File: config.mk
export PLATFORM = sky130hd
export DESIGN_NAME = fantasticfft_fftn_framer
export DESIGN_NICKNAME = d
export VERILOG_FILES = /design/src/rtl/fantasticfft_pkg.sv /design/src/rtl/fantasticfft_fftn_framer.sv
export SDC_FILE = /design/constraint.sdc
export NUM_CORES = 1
export LEC_CHECK = 0
export ABC_AREA = 0
export BUFFER_PORTS_ARGS = -buffer_cell sky130_fd_sc_hd__buf_2
export CORE_ASPECT_RATIO = 1.5
export CORE_UTILIZATION = 45
export DETAILED_ROUTE_END_ITERATION = 10
export HOLD_SLACK_MARGIN = 0.06
export PLACE_DENSITY_LB_ADDON = 0.12
export SYNTH_ARGS = -nofsm -noshare
export SYNTH_HDL_FRONTEND = slang
export SYNTH_SLANG_ARGS = --single-unit
File: constraint.sdc
create_clock -name clk -period 2.3 [get_ports clk]
set_input_delay 0.46 -clock clk [delete_from_list [all_inputs] [get_ports clk]]
set_output_delay 0.46 -clock clk [all_outputs]
set_load 0.02 [all_outputs]
File: src/rtl/fantasticfft_pkg.sv
// Shared definitions for the fantasticfft framer: FSM states and the
// default fixed-point sample type (8 integer + 8 fractional bits).
package fantasticfft_pkg;

   localparam int SAMPLE_INT_SIZE  = 8;
   localparam int SAMPLE_FRAC_SIZE = 8;
   localparam int SAMPLE_W         = SAMPLE_INT_SIZE + SAMPLE_FRAC_SIZE;

   typedef logic [SAMPLE_W-1:0] sample_t;

   typedef enum logic [1:0] {
      FILL  = 2'd0,
      START = 2'd1,
      WAIT  = 2'd2,
      DRAIN = 2'd3
   } framer_state_e;

endpackage

File: src/rtl/fantasticfft_fftn_framer.sv
// Collects a frame of real samples for an external FFT core, fires the core,
// then streams the captured complex bins out one per handshake.
module fantasticfft_fftn_framer
   import fantasticfft_pkg::*;
#(
   parameter  int N_POINTS  = 8,
   parameter  int INT_SIZE  = 8,
   parameter  int FRAC_SIZE = 8,
   parameter  int TIMEOUT   = 1024,
   localparam int W         = INT_SIZE + FRAC_SIZE,
   localparam int IDXW      = $clog2(N_POINTS)
) (
   input  logic                  clk,
   input  logic                  rst_n,
   input  logic                  s_valid,
   output logic                  s_ready,
   input  logic [W-1:0]          s_data,
   input  logic                  s_last,
   output logic [N_POINTS*W-1:0] core_x,
   output logic                  core_isValid,
   input  logic [N_POINTS*W-1:0] core_y,
   input  logic [N_POINTS*W-1:0] core_y_i,
   input  logic                  core_resultValid,
   output logic                  m_valid,
   input  logic                  m_ready,
   output logic [W-1:0]          m_re,
   output logic [W-1:0]          m_im,
   output logic [IDXW-1:0]       m_index,
   output logic                  m_last,
   output logic                  frame_err,
   output logic                  timeout_err
);

   localparam int              CNTW     = $clog2(TIMEOUT + 1);
   localparam logic [IDXW-1:0] LAST_IDX = IDXW'(N_POINTS - 1);
   localparam logic [CNTW-1:0] TO_LAST  = CNTW'(TIMEOUT - 1);

   framer_state_e   state_q, state_d;
   logic [IDXW-1:0] wr_idx_q, wr_idx_d;
   logic [IDXW-1:0] rd_idx_q, rd_idx_d;
   logic [CNTW-1:0] to_cnt_q, to_cnt_d;
   logic            frame_err_q, frame_err_d;
   logic            timeout_err_q, timeout_err_d;
   logic [W-1:0]    frame_q [N_POINTS];
   logic [W-1:0]    re_q    [N_POINTS];
   logic [W-1:0]    im_q    [N_POINTS];

   logic s_fire, m_fire, frame_close, early_last, capture, timed_out;

   assign s_fire      = s_valid && (state_q == FILL);
   assign m_fire      = m_ready && (state_q == DRAIN);
   assign frame_close = s_fire && (s_last || (wr_idx_q == LAST_IDX));
   assign early_last  = s_fire && s_last && (wr_idx_q != LAST_IDX);
   assign capture     = core_resultValid && (state_q == WAIT);
   assign timed_out   = !core_resultValid && (state_q == WAIT) && (to_cnt_q == TO_LAST);

   always_ff @(posedge clk or negedge rst_n) begin
      if (!rst_n) begin
         state_q <= FILL;
      end else begin
         state_q <= state_d;
      end
   end

   always_comb begin
      state_d = state_q;
      case (state_q)
         FILL:    if (frame_close) state_d = START;
         START:   state_d = WAIT;
         WAIT: begin
            if (capture) begin
               state_d = DRAIN;
            end else if (timed_out) begin
               state_d = FILL;
            end
         end
         DRAIN:   if (m_fire && (rd_idx_q == LAST_IDX)) state_d = FILL;
         default: state_d = FILL;
      endcase
   end

   // Egress bins are gated to zero outside DRAIN so nothing stale leaks out.
   always_comb begin
      s_ready      = (state_q == FILL);
      core_isValid = (state_q == START);
      m_valid      = (state_q == DRAIN);
      m_index      = rd_idx_q;
      m_last       = (state_q == DRAIN) && (rd_idx_q == LAST_IDX);
      m_re         = (state_q == DRAIN) ? re_q[rd_idx_q] : '0;
      m_im         = (state_q == DRAIN) ? im_q[rd_idx_q] : '0;
      frame_err    = frame_err_q;
      timeout_err  = timeout_err_q;
   end

   always_comb begin
      wr_idx_d = wr_idx_q;
      if (s_fire) begin
         wr_idx_d = wr_idx_q + 1'b1;
      end
      if ((state_d == FILL) && (state_q != FILL)) begin
         wr_idx_d = '0;
      end

      rd_idx_d = rd_idx_q;
      if (capture) begin
         rd_idx_d = '0;
      end else if (m_fire) begin
         rd_idx_d = rd_idx_q + 1'b1;
      end

      to_cnt_d      = (state_q == WAIT) ? to_cnt_q + 1'b1 : '0;
      frame_err_d   = early_last;
      timeout_err_d = timed_out;
   end

   always_ff @(posedge clk or negedge rst_n) begin
      if (!rst_n) begin
         wr_idx_q      <= '0;
         rd_idx_q      <= '0;
         to_cnt_q      <= '0;
         frame_err_q   <= 1'b0;
         timeout_err_q <= 1'b0;
      end else begin
         wr_idx_q      <= wr_idx_d;
         rd_idx_q      <= rd_idx_d;
         to_cnt_q      <= to_cnt_d;
         frame_err_q   <= frame_err_d;
         timeout_err_q <= timeout_err_d;
      end
   end

   // A short frame zero-pads every point above the one carrying s_last.
   always_ff @(posedge clk or negedge rst_n) begin
      if (!rst_n) begin
         for (int k = 0; k < N_POINTS; k++) begin
            frame_q[k] <= '0;
            re_q[k]    <= '0;
            im_q[k]    <= '0;
         end
      end else begin
         for (int k = 0; k < N_POINTS; k++) begin
            if (s_fire && (wr_idx_q == IDXW'(k))) begin
               frame_q[k] <= s_data;
            end else if (early_last && (IDXW'(k) > wr_idx_q)) begin
               frame_q[k] <= '0;
            end
            if (capture) begin
               re_q[k] <= core_y[k*W +: W];
               im_q[k] <= core_y_i[k*W +: W];
            end
         end
      end
   end

   always_comb begin
      core_x = '0;
      for (int k = 0; k < N_POINTS; k++) begin
         core_x[k*W +: W] = frame_q[k];
      end
   end

endmodule

* After elaboration in Yosys (flattened, before gate mapping)
Cells that the tools add are included.
** Word-level totals
- Flip-flop bits (word level) :: 405
- Input bits :: 278
- Output and inout port bits :: 169
- Word-level logic and storage cells :: 133
** Cells by class
- $add $sub $neg :: 3
- $lt $le $gt $ge :: 9
- Eq/ne operators :: 13
- Mux-type cells :: 34
- Bitwise gates (word level) :: 1
- Reduce and logical (&&, ||, !) cells :: 43
** Operator list (count)
- two-way mux 16 bit :: 22
- binary-select mux 16 bit (select 3 bit) :: 2
- logical AND 1 bit :: 27
- nonzero test 2 bit :: 11
- == test 3 bit (second input constant) :: 5
- greater-than comparator 3 bit (first input constant) :: 4
- two-way mux 3 bit :: 4
- adder 11 x 1 -> 11 bit (second input constant) :: 1
- == test 11 x 10 -> 1 bit (second input constant) :: 1
- two-way mux 11 bit :: 1
- two-way mux 2 bit :: 4
- one-hot mux 2 bit (4 select lines) :: 1
- adder 3 x 1 -> 3 bit (second input constant) :: 2
- == test 3 x 2 -> 1 bit (second input constant) :: 2
- greater-than comparator 1 x 3 -> 1 bit (first input constant) :: 2
- greater-than comparator 2 x 3 -> 1 bit (first input constant) :: 2
- == test 2 bit (second input constant) :: 2
- greater-or-equal comparator 4 bit (second input constant) :: 1
- zero test 2 bit :: 2
- inverter 3 -> 4 bit :: 1
- == test 3 x 1 -> 1 bit (second input constant) :: 1
- zero test 3 bit :: 1
- != test 3 bit (second input constant) :: 1
- == test 2 x 1 -> 1 bit (second input constant) :: 1
- other kinds (2) :: 2

* Longest topological paths before layout
Gate-level depths: netlist of run 1.
- Word-level depth :: 9
- Mapped depth :: 8
- Depth with buffers taken out :: 6

* Worst setup path before layout of run 1
OpenSTA, ideal clock, no wires.
- Path type :: flip-flop to output port
- Start point :: register rd_idx_q[0], in the netlist m_index[0]
- End point :: output port m_im[0]
- Arrival time :: 1.886 ns
- Required time :: 1.840 ns
- Setup slack :: -0.046 ns
- Cell stages (with the launch flop) :: 5
- Path buffers :: 2
- Cell sequence :: dfrtp_1 buf_2 buf_2 mux4_2 a22o_1
** Between the ends
- Cells in the longest elaborated chain, start to end :: 5
** Ends and longest elaborated chain
- start: declaration :: line fantasticfft_fftn_framer.sv:40 : logic [IDXW-1:0] rd_idx_q, rd_idx_d;
- start signal: assignment :: line fantasticfft_fftn_framer.sv:125 : rd_idx_q <= rd_idx_d;
- inverter 3 -> 4 bit (implied by the code) :: line fantasticfft_fftn_framer.sv:90 : m_im = (state_q == DRAIN) ? im_q[rd_idx_q] : '0;
- binary-select mux 16 bit (select 3 bit) :: line fantasticfft_fftn_framer.sv:90
- two-way mux 16 bit (implied by the code) (2 in series) :: line fantasticfft_fftn_framer.sv:90
- two-way mux 16 bit :: line fantasticfft_fftn_framer.sv:90
- end: declaration :: line fantasticfft_fftn_framer.sv:27 : output logic [W-1:0] m_im,
Every way passes these cells. The select of a mux whose other input is x is not followed.

* Worst setup path in the final report of run 1
- Start point :: register rd_idx_q[0], in the netlist m_index[0]
- End point :: output port m_im[10]
Same word-level chain as after synthesis.

==> summary.txt, run 1 <==
status - complete, but fails checks
failing checks - setup timing
first-pass GRT wire length - 76370 um
die area - 39290 um2
initial antenna violation count - 25
Static Leak - 10.37 nW
fin util - 58.20%
power consumption - 32.49 mW
crit path max fanout - 6
Post-Synthesis Cell Area - 17320 um2
Data required, critical path - 1.84 ns
synth unique cells - 41
pwr dens - 1478 nW/um2
initial core utilization - 45.85%
CTS Sinks - 405
Root Buffer - clkbuf_16
CTS tree - yes
Final Hold Fails - 0
TritonCTS buffer count - 40
RePlAce Congestion - 0.8717
Final Slew Violations - 0
smallest hold slack - 0.1361 ns
grt total ovfl - 0
Layout Skew - 0.02319 ns
FP Rows - 87
CP bufs+invs - 3
Area after DPL - 20190 um2
Die Wd - 162.2 um
hpwl dp - 37120 um
WL final - 50720 um
cell count after synthesis - 1152
Slew headroom - 40.69%
Avg WL per Cell - 23.68 um
Core ar. - 37770 um2
# nets final - 1891
Hold Crit Class - input port to flip-flop
Initial DRC Count - 989
#FFs+latches synth - 405
WP data arrival - 2.29 ns
min Tclk post-route - 2.747 ns
drt pass-1 iters - 4
syn nets - 1437
RSZ-0062 raised after global routing - true
Tcrit/Tclk final - 119.4%
max incr delay on CP - 0.52 ns
startpoint types - flip-flop
H-Tree Depth - 2
DRC errors left - 0
Post-DRT Antenna Nets - 0
largest net degree at the start of global routing - 84
FILL cells - 3069
Max Cap Viol - 0
vias in the first global route - 12440
Slowest-stage cell, CP - mux4_2
Ys Warns - 0
clock transition at the registers of the reported paths - 0.06 ns
final instance area - 21980 um2
crit-path leading delay family - multiplexers
syn_area_per_cell - 15.03 um2
vias per cell - 5.524
sequential fraction of the synthesis area - 58.52%
DR vias - 11830
worst-margin pin slew - 0.8896 ns
share of post-route cells with drive strength above 1 - 55.49%
Total GRT Usage - 26.06%
Die Y-Extent - 242.3 um
Clk Latency, worst-skew pair - 0.55 ns
Buffers on Ports - 446
Area Growth Syn to Fin - 26.94%
Final Setup Violations - 33
CP Cell Sequence - buf_4 > clkbuf_16 > mux4_2 > a22o_1 > buf_2
Final Worst Setup Slack - -0.4471 ns
Worst setup EP type - output port
Top Ports - 447
critical path class - flip-flop to output port
Max Freq - 0.3640 GHz
Max Buffers Root-to-Sink - 3
Max IR drop VDD - 0.0009575 V
[area by class of cell]
type	count	area (um2)	share of cell area (%)
multi-input cells	647	6608	30.06
repair buffers	508	3294	14.99
flip-flops and latches	405	10140	46.14
clock inverters	14	137.6	0.6261
diodes	15	37.54	0.1707
inverters	4	15.01	0.06830
clock buffers	60	1137	5.174
well taps	489	611.8	2.783
[where the power goes]
| part | internal [mW] | leakage, nW | switching, mW |
|---|---|---|---|
| Sequential | 10.5 | 5.01 | 2.17 |
| Combinational | 7.15 | 4.75 | 6.24 |
| Clock | 3.67 | 0.613 | 2.77 |
| Total | 21.3 | 10.4 | 11.2 |
[per-layer routing]
layer	wire (um)	global-route usage [%]
met1	17650	28.66
met2	27020	46.16
met3	4114	7.841
met4	1778	10.90
met5	152	0
[cell usage after synthesis]
library cell / instances / area share [%]
o21bai_1: 1 / 0.043
buf_6: 25 / 1.6
buf_2: 22 / 0.64
o21ai_1: 2 / 0.058
a21oi_1: 6 / 0.17
nor3_1: 2 / 0.058
buf_1: 17 / 0.37
nor3_2: 2 / 0.12
nand2_2: 1 / 0.036
and3_1: 9 / 0.33
ha_1: 7 / 0.51
nand4_1: 2 / 0.072
nor4_4: 1 / 0.12
mux4_2: 64 / 8.3
o21ai_2: 3 / 0.15
inv_2: 1 / 0.022
nor2b_1: 3 / 0.11
o21ai_0: 16 / 0.46
a21oi_2: 1 / 0.051
nor3b_1: 1 / 0.043
o211ai_1: 1 / 0.043
dfrtp_1: 405 / 59
mux2_2: 257 / 17
nor2_1: 17 / 0.37
a22o_1: 131 / 6.6
nor2_2: 1 / 0.036
nand2_1: 73 / 1.6
inv_1: 3 / 0.065
clkbuf_1: 25 / 0.54
xor2_1: 8 / 0.40
nand3_1: 24 / 0.69
nand2b_1: 2 / 0.072
and4_1: 3 / 0.15
buf_4: 7 / 0.30
o211ai_4: 1 / 0.12
and2_1: 3 / 0.11
xnor2_1: 1 / 0.051
o21a_1: 1 / 0.043
nor2_8: 1 / 0.12
nor3b_2: 1 / 0.072
or3b_4: 1 / 0.065
[cell families after synthesis]
family	share of synthesized area [%]
flip-flops	58.52
multiplexers	25.03
AO/OA/AOI/OAI	7.774
AND/OR/NAND/NOR	4.147
buffers and inverters	3.562
XOR/XNOR	0.4552
adder cells (fa/ha/maj)	0.5057
[timing repair]
item                                    in CTS  in global routing
gates cloned                                 6                  1
hold endpoints to repair                    34                  0
pin swaps                                   19                  3
setup buffers                                5                  2
hold buffers                                 1                  0
endpoints found under the setup margin      33                 33
gates resized for setup                     61                  4
[worst paths after layout]
| kind | from | to | slack, ns | cells after the start |
|---|---|---|---|---|
| max in group asynchronous | rst_n | im_q[54]$_DFFE_PN0N_ | 1.08 | 3 |
| min in group asynchronous | rst_n | core_x[90]$_DFFE_PN0P_ | 0.44 | 2 |
| setup / recovery | m_index[0]$_DFFE_PN0P_ | m_im[10] | -0.45 | 5 |
| hold / removal | core_y[18] | re_q[98]$_DFFE_PN0N_ | 0.14 | 2 |
| hold reg to reg | core_x[106]$_DFFE_PN0P_ | core_x[106]$_DFFE_PN0P_ | 0.49 | 2 |
| setup reg to reg | state_q[1]$_DFF_PN0_ | m_index[0]$_DFFE_PN0P_ | 0.28 | 5 |
[sequential cells by signal, summed over array words and instances (netlist names)]
name / flops
core_x: 128
state_q: 2
to_cnt_q: 11
wr_idx_q: 3
im_q: 128
m_index: 3
re_q: 128
frame_err: 1
timeout_err: 1
[metrics by stage]
step | setup TNS [ns] | cells | worst slack, ns
finish | -12.13 | 2142 | -0.4471
global route | -14.17 | 2138 | -0.4961
CTS | -12.96 | 2124 | -0.4473
detailed placement | 0 | 2038 | 0.1209
global placement | 0 | 2038 | 0.1438
floorplan | -0.7882 | 1152 | -0.04636
[layout by cell type (no fill, tap or decap), types with 16 or more instances in the layout]
| cell type | count |
|---|---|
| buf_12 | 21 |
| clkbuf_16 | 42 |
| buf_2 | 417 |
| a22o_1 | 131 |
| mux4_2 | 64 |
| o21ai_0 | 16 |
| dfrtp_1 | 403 |
| nand2_1 | 73 |
| mux2_2 | 257 |
| nor2_1 | 16 |
| buf_4 | 36 |
| nand3_1 | 24 |
| buf_6 | 23 |
Power figures use the tool's default switching activity.
==> run 2: changes to the inputs <==
Settings changed: ABC_AREA 0 to 1.
==> summary.txt, run 2 <==
status - complete, but fails checks
failing checks - setup timing
CTS tree - yes
vias in the first global route - 15730
WP data arrival - 2.16 ns
crit path max fanout - 13
hold path depth - 3
RSZ-0062 raised after global routing - true
ys async rst share - 100.0%
clock network power share - 21.3%
Total GRT Usage - 28.38%
Tcrit/Tclk final - 114.0%
share of the synthesized area in the top cell type - 57.01%
die area - 40320 um2
reg2reg end - core_x[11]$_DFFE_PN0P_
Core ar. - 38650 um2
critical path class - flip-flop to output port
Max Freq - 0.3813 GHz
Final Slew Violations - 0
Synth Area in XOR/XNOR - 0.1478%
fraction of synthesized area in multiplexers - 0%
grt total ovfl - 0
Max Buffers Root-to-Sink - 3
power share of the sequential group - 36.3%
synth unique cells - 28
largest net degree at the start of global routing - 133
Data required, critical path - 1.84 ns
Buffers on Ports - 446
syn nets - 2418
RePlAce Congestion - 0.8996
TNS Setup - -9.134 ns
Synth Area in Compound Gates - 14.48%
Die Y-Extent - 245.4 um
fin util - 58.88%
share of post-route cells with drive strength above 1 - 24.52%
hpwl dp - 38910 um
initial antenna violation count - 13
Simple-Gate Fraction of Synth Area - 20.61%
WL final - 59230 um
Max Cap Viol - 0
Layout Skew - 0.01026 ns
Initial DRC Count - 1229
Avg WL per Cell - 19.23 um
smallest hold slack - 0.1092 ns
Die Wd - 164.3 um
Static Leak - 11.75 nW
clock transition at the registers of the reported paths - 0.06 ns
Post-Synth Adder-Cell Area - 0.4926%
Final Worst Setup Slack - -0.3228 ns
final instance area - 22760 um2
H-Tree Depth - 2
net switching fraction of the power - 39.88%
initial core utilization - 46.00%
drt pass-1 iters - 5
Slew headroom - 55.49%
Final Hold Fails - 0
# nets final - 2837
DRC errors left - 0
Synth top cells by count - nand2_1 (657), dfrtp_1 (405), o21ai_0 (355), inv_1 (167), nand3_1 (155)
HP Start - core_y[110]
FF-to-FF setup slack - 0.34 ns
startpoint types - flip-flop
worst-margin pin slew - 0.6676 ns
cell count after synthesis - 2133
Post-Synthesis Cell Area - 17780 um2
sequential fraction of the synthesis area - 57.01%
vias per cell - 5.281
most common cell after layout, fill and taps aside - nand2_1
Clk Latency, worst-skew pair - 0.53 ns
largest area contributor in the netlist - dfrtp_1
Synth Flop Type - dfrtp_1
Post-synth EDFFs - 0
largest family of logic cells by synthesized area - simple AND/OR/NAND/NOR gates
TritonCTS buffer count - 41
Area after DPL - 20580 um2
P_int - 18.69 mW
most common cell in the netlist - nand2_1
Endpoint, Worst Hold - re_q[30]$_DFFE_PN0N_
Hold Crit Class - input port to flip-flop
Area Growth Syn to Fin - 28.00%
Final Setup Violations - 33
CTS Sinks - 405
Worst R2R Start - state_q[0]$_DFF_PN0_
FP Rows - 88
Gate power share - 42.3%
most frequent cells in the layout - nand2_1 (652), buf_2 (416), dfrtp_1 (402)
#FFs+latches synth - 405
Top Ports - 447
largest cells by area after synthesis - dfrtp_1 (57%), nand2_1 (14%), o21ai_0 (10%), nand3_1 (4.4%), inv_1 (3.5%)
Root Buffer - clkbuf_16
DR vias - 16270
Ys Warns - 0
Worst setup EP type - output port
Post-DRT Antenna Nets - 0
Max IR drop VDD - 0.0008361 V
syn_area_per_cell - 8.335 um2
min Tclk post-route - 2.623 ns
pwr dens - 1366 nW/um2
first-pass GRT wire length - 87760 um
Switch Pwr - 12.39 mW
Reg2Reg Depth - 7
## run 2: cell types whose count changed in the layout (fill, tap and decap cells not counted), moves of 13 or more
cell / before / now
nand2_1: 73 / 652
o21ai_0: 16 / 325
mux2_2: 257 / 0
inv_1: 3 / 166
a22o_1: 131 / 0
nand3_1: 24 / 155
a21oi_1: 6 / 89
mux4_2: 64 / 0
nor2_1: 16 / 60
o211ai_1: 1 / 33
o21ai_1: 2 / 33
nor2_2: 1 / 20
a21oi_2: 1 / 14
## run 2: kinds of logic (layout without fill, tap and decap cells)
family	Yosys count	in the layout
AOI/OAI and AO/OA	498	498
xor gates and xnor gates	3	3
adders and majority gates	7	7
buffers and inverters	312	757
DFF	405	405
other	0	7
and+or+nand+nor	908	908
## run 2: layer usage
metal	share of wire (%)	track usage [%]
met1	39	35.74
met2	50	47.16
met3	6.6	4.925
met4	4.1	13.15
met5	0.17	0
## run 2: repair_timing
action | CTS | global route
buffers inserted | 3 | 3
gates cloned | 7 | 11
pin swaps | 22 | 29
hold endpoints to repair | 24 | 0
setup endpoints to repair | 33 | 33
hold buffers | 1 | 0
resized for setup | 81 | 56
## run 2: power groups by stage
stage,Sequential (mW),Combinational (mW),Clock [mW]
6_report,11.3,13.2,6.63
5_1_grt,11.6,14.6,7.03
4_1_cts,11.3,12.1,6.78
3_5_place_dp,11.3,11.1,0
3_3_place_gp,11.3,10.9,0
2_1_floorplan,11.8,6.85,0
## run 2: how the worst max path moves through the flow
stage | slack [ns] | cells after the start | to | start
after floorplan | 0.13 | 7 | m_im[10] | m_index[0]$_DFFE_PN0P_
after global placement | 0.16 | 6 | m_im[14] | m_index[0]$_DFFE_PN0P_
after detailed placement | 0.13 | 6 | m_im[14] | m_index[0]$_DFFE_PN0P_
after CTS | -0.29 | 8 | m_im[0] | m_index[0]$_DFFE_PN0P_
after global routing | -0.37 | 9 | m_re[11] | m_index[0]$_DFFE_PN0P_
final | -0.32 | 9 | m_re[14] | m_index[0]$_DFFE_PN0P_
## run 2: worst max-delay path, cell delays in order, from the launching register on
cell	delay [ns]
dfrtp_4	0.49
buf_6	0.15
buf_6	0.12
buf_16	0.15
a21oi_1	0.13
o21ai_0	0.10
nand3_1	0.08
nand2_1	0.09
nor2_4	0.16
buf_6	0.13
## run 2: cell type report
class                           count  area, um2
Timing Repair Buffer              517       3518
Clock buffer                       62       1215
Inverter                          171      654.4
Clock inverter                      7      95.09
Antenna cell                        7      17.52
Sequential cell                   405      10140
Tap cell                          495      619.3
Multi-Input combinational cell   1416       6492
Fill cell                        3535      15890
## run 2: metrics by stage
stage	total power, mW	instances	setup WS (ns)
finish	31.08	3080	-0.3228
global placement	22.18	2979	0.1612
detailed placement	22.46	2979	0.1311
global route	33.18	3078	-0.3720
CTS	30.20	3059	-0.2940
floorplan	18.67	2133	0.1319
==> run 3: changes to the inputs <==
Settings changed: PLACE_DENSITY from default to 0.79, PLACE_DENSITY_LB_ADDON 0.12 to default.
==> summary.txt, run 3 (synthesized netlist as in run 2, its figures left out) <==
status - complete, but fails checks
failing checks - setup timing
DR vias - 16880
Die Y-Extent - 245.4 um
Tcrit/Tclk final - 113.3%
Final Worst Setup Slack - -0.3066 ns
DRC errors left - 0
Buffers on Ports - 446
Die Wd - 164.3 um
Slew headroom - 50.89%
Max Buffers Root-to-Sink - 3
largest net degree at the start of global routing - 133
critical path class - flip-flop to output port
share of post-route cells with drive strength above 1 - 24.84%
Top Ports - 447
drt pass-1 iters - 6
Static Leak - 11.70 nW
grt total ovfl - 0
vias per cell - 5.475
CTS Sinks - 405
crit path max fanout - 7
Final Slew Violations - 0
Clk Latency, worst-skew pair - 0.56 ns
CTS tree - yes
# nets final - 2835
WP data arrival - 2.15 ns
clock transition at the registers of the reported paths - 0.06 ns
die area - 40320 um2
Worst setup EP type - output port
min Tclk post-route - 2.607 ns
Initial DRC Count - 1884
Core ar. - 38650 um2
first-pass GRT wire length - 85660 um
power consumption - 30.93 mW
initial antenna violation count - 14
Placed Cells - 2982
initial core utilization - 46.00%
Layout Cells excl Fill - 3082
Max IR drop VDD - 0.0008763 V
Avg WL per Cell - 18.64 um
Data required, critical path - 1.84 ns
net switching fraction of the power - 40.26%
most common cell after layout, fill and taps aside - nand2_1
RSZ-0062 raised after global routing - true
Total GRT Usage - 27.47%
WL final - 57460 um
H-Tree Depth - 2
vias in the first global route - 16000
Post-DRT Antenna Nets - 0
TritonCTS buffer count - 39
Area Growth Syn to Fin - 27.38%
FP Rows - 88
hpwl dp - 38980 um
Gate power share - 41.8%
worst-margin pin slew - 0.7366 ns
Root Buffer - clkbuf_16
Final Setup Violations - 33
Max Cap Viol - 0
power share of the sequential group - 36.8%
most frequent cells in the layout - nand2_1 (653), buf_2 (415), dfrtp_1 (402)
Layout Skew - 0.03112 ns
Hold Crit Class - input port to flip-flop
Max Freq - 0.3836 GHz
Switch Pwr - 12.45 mW
startpoint types - flip-flop
RePlAce Congestion - 0.9440
pwr dens - 1366 nW/um2
P_int - 18.48 mW
clock network power share - 21.4%
Final Hold Fails - 0
-- run 3: area by class of cell --
class,count,area (um2)
repair buffers,517,3361
multi-input cells,1416,6529
inverters,171,656.9
clock buffers,55,1147
diodes,11,27.53
well taps,495,619.3
fillers,3313,16000
flip-flops and latches,405,10140
clock inverters,12,162.7
-- run 3: worst paths after layout --
kind                                         startpoint                endpoint  slack, ns  depth (start not counted)
worst max-delay path             m_index[0]$_DFFE_PN0P_                 m_re[6]      -0.31                          9
worst max register to register  wr_idx_q[0]$_DFFE_PN0P_  core_x[12]$_DFFE_PN0P_       0.36                          7
max in group asynchronous                         rst_n  core_x[57]$_DFFE_PN0P_       1.03                          3
worst min-delay path                        core_y[108]    re_q[28]$_DFFE_PN0N_       0.10                          3
min in group asynchronous                         rst_n    re_q[51]$_DFFE_PN0N_       0.42                          2
worst min register to register    to_cnt_q[0]$_DFF_PN0_   to_cnt_q[0]$_DFF_PN0_       0.47                          1
-- run 3: per-stage QoR --
stage	hold WS, ns	TNS [ns]	setup slack (ns)	cell area, um2	util, %
after floorplan	0.1644	0	0.1319	17780	-
after global placement	0.4199	0	0.2784	20630	53.39
after detailed placement	0.4250	0	0.2637	20630	53.39
after CTS	0.08287	-6.996	-0.2751	22180	57.38
after global routing	0.1073	-10.19	-0.3657	22640	58.59
final	0.1010	-8.044	-0.3066	22650	58.60
-- run 3: worst max-delay path, cell delays in order (launching register included) --
cell	delay, ns
dfrtp_4	0.51
buf_12	0.15
buf_8	0.13
clkbuf_16	0.16
nand2_2	0.05
o211ai_1	0.12
nand3_1	0.12
nand2_1	0.08
nor2_1	0.12
buf_4	0.15
-- run 3: power groups by stage --
| stage | sequential [mW] | combinational, mW | clock (mW) |
|---|---|---|---|
| after floorplan | 11.8 | 6.85 | 0 |
| after global placement | 11.4 | 10.9 | 0 |
| after detailed placement | 11.5 | 11.2 | 0 |
| after CTS | 11.3 | 11.7 | 6.70 |
| after global routing | 11.7 | 14.2 | 6.96 |
| final | 11.4 | 12.9 | 6.62 |
-- run 3: what timing repair did --
action | in CTS | in global routing
cloned | 2 | 10
pin swaps | 8 | 27
endpoints found under the hold margin | 40 | 0
setup endpoints to repair | 33 | 33
setup buffers | 4 | 5
resized for setup | 53 | 79
hold buffers | 1 | 0
-- run 3: metal layers --
layer	GRT usage, %	wire length (um)
met1	34.75	21580
met2	43.77	26990
met3	4.841	5078
met4	16.48	3771
met5	0	41
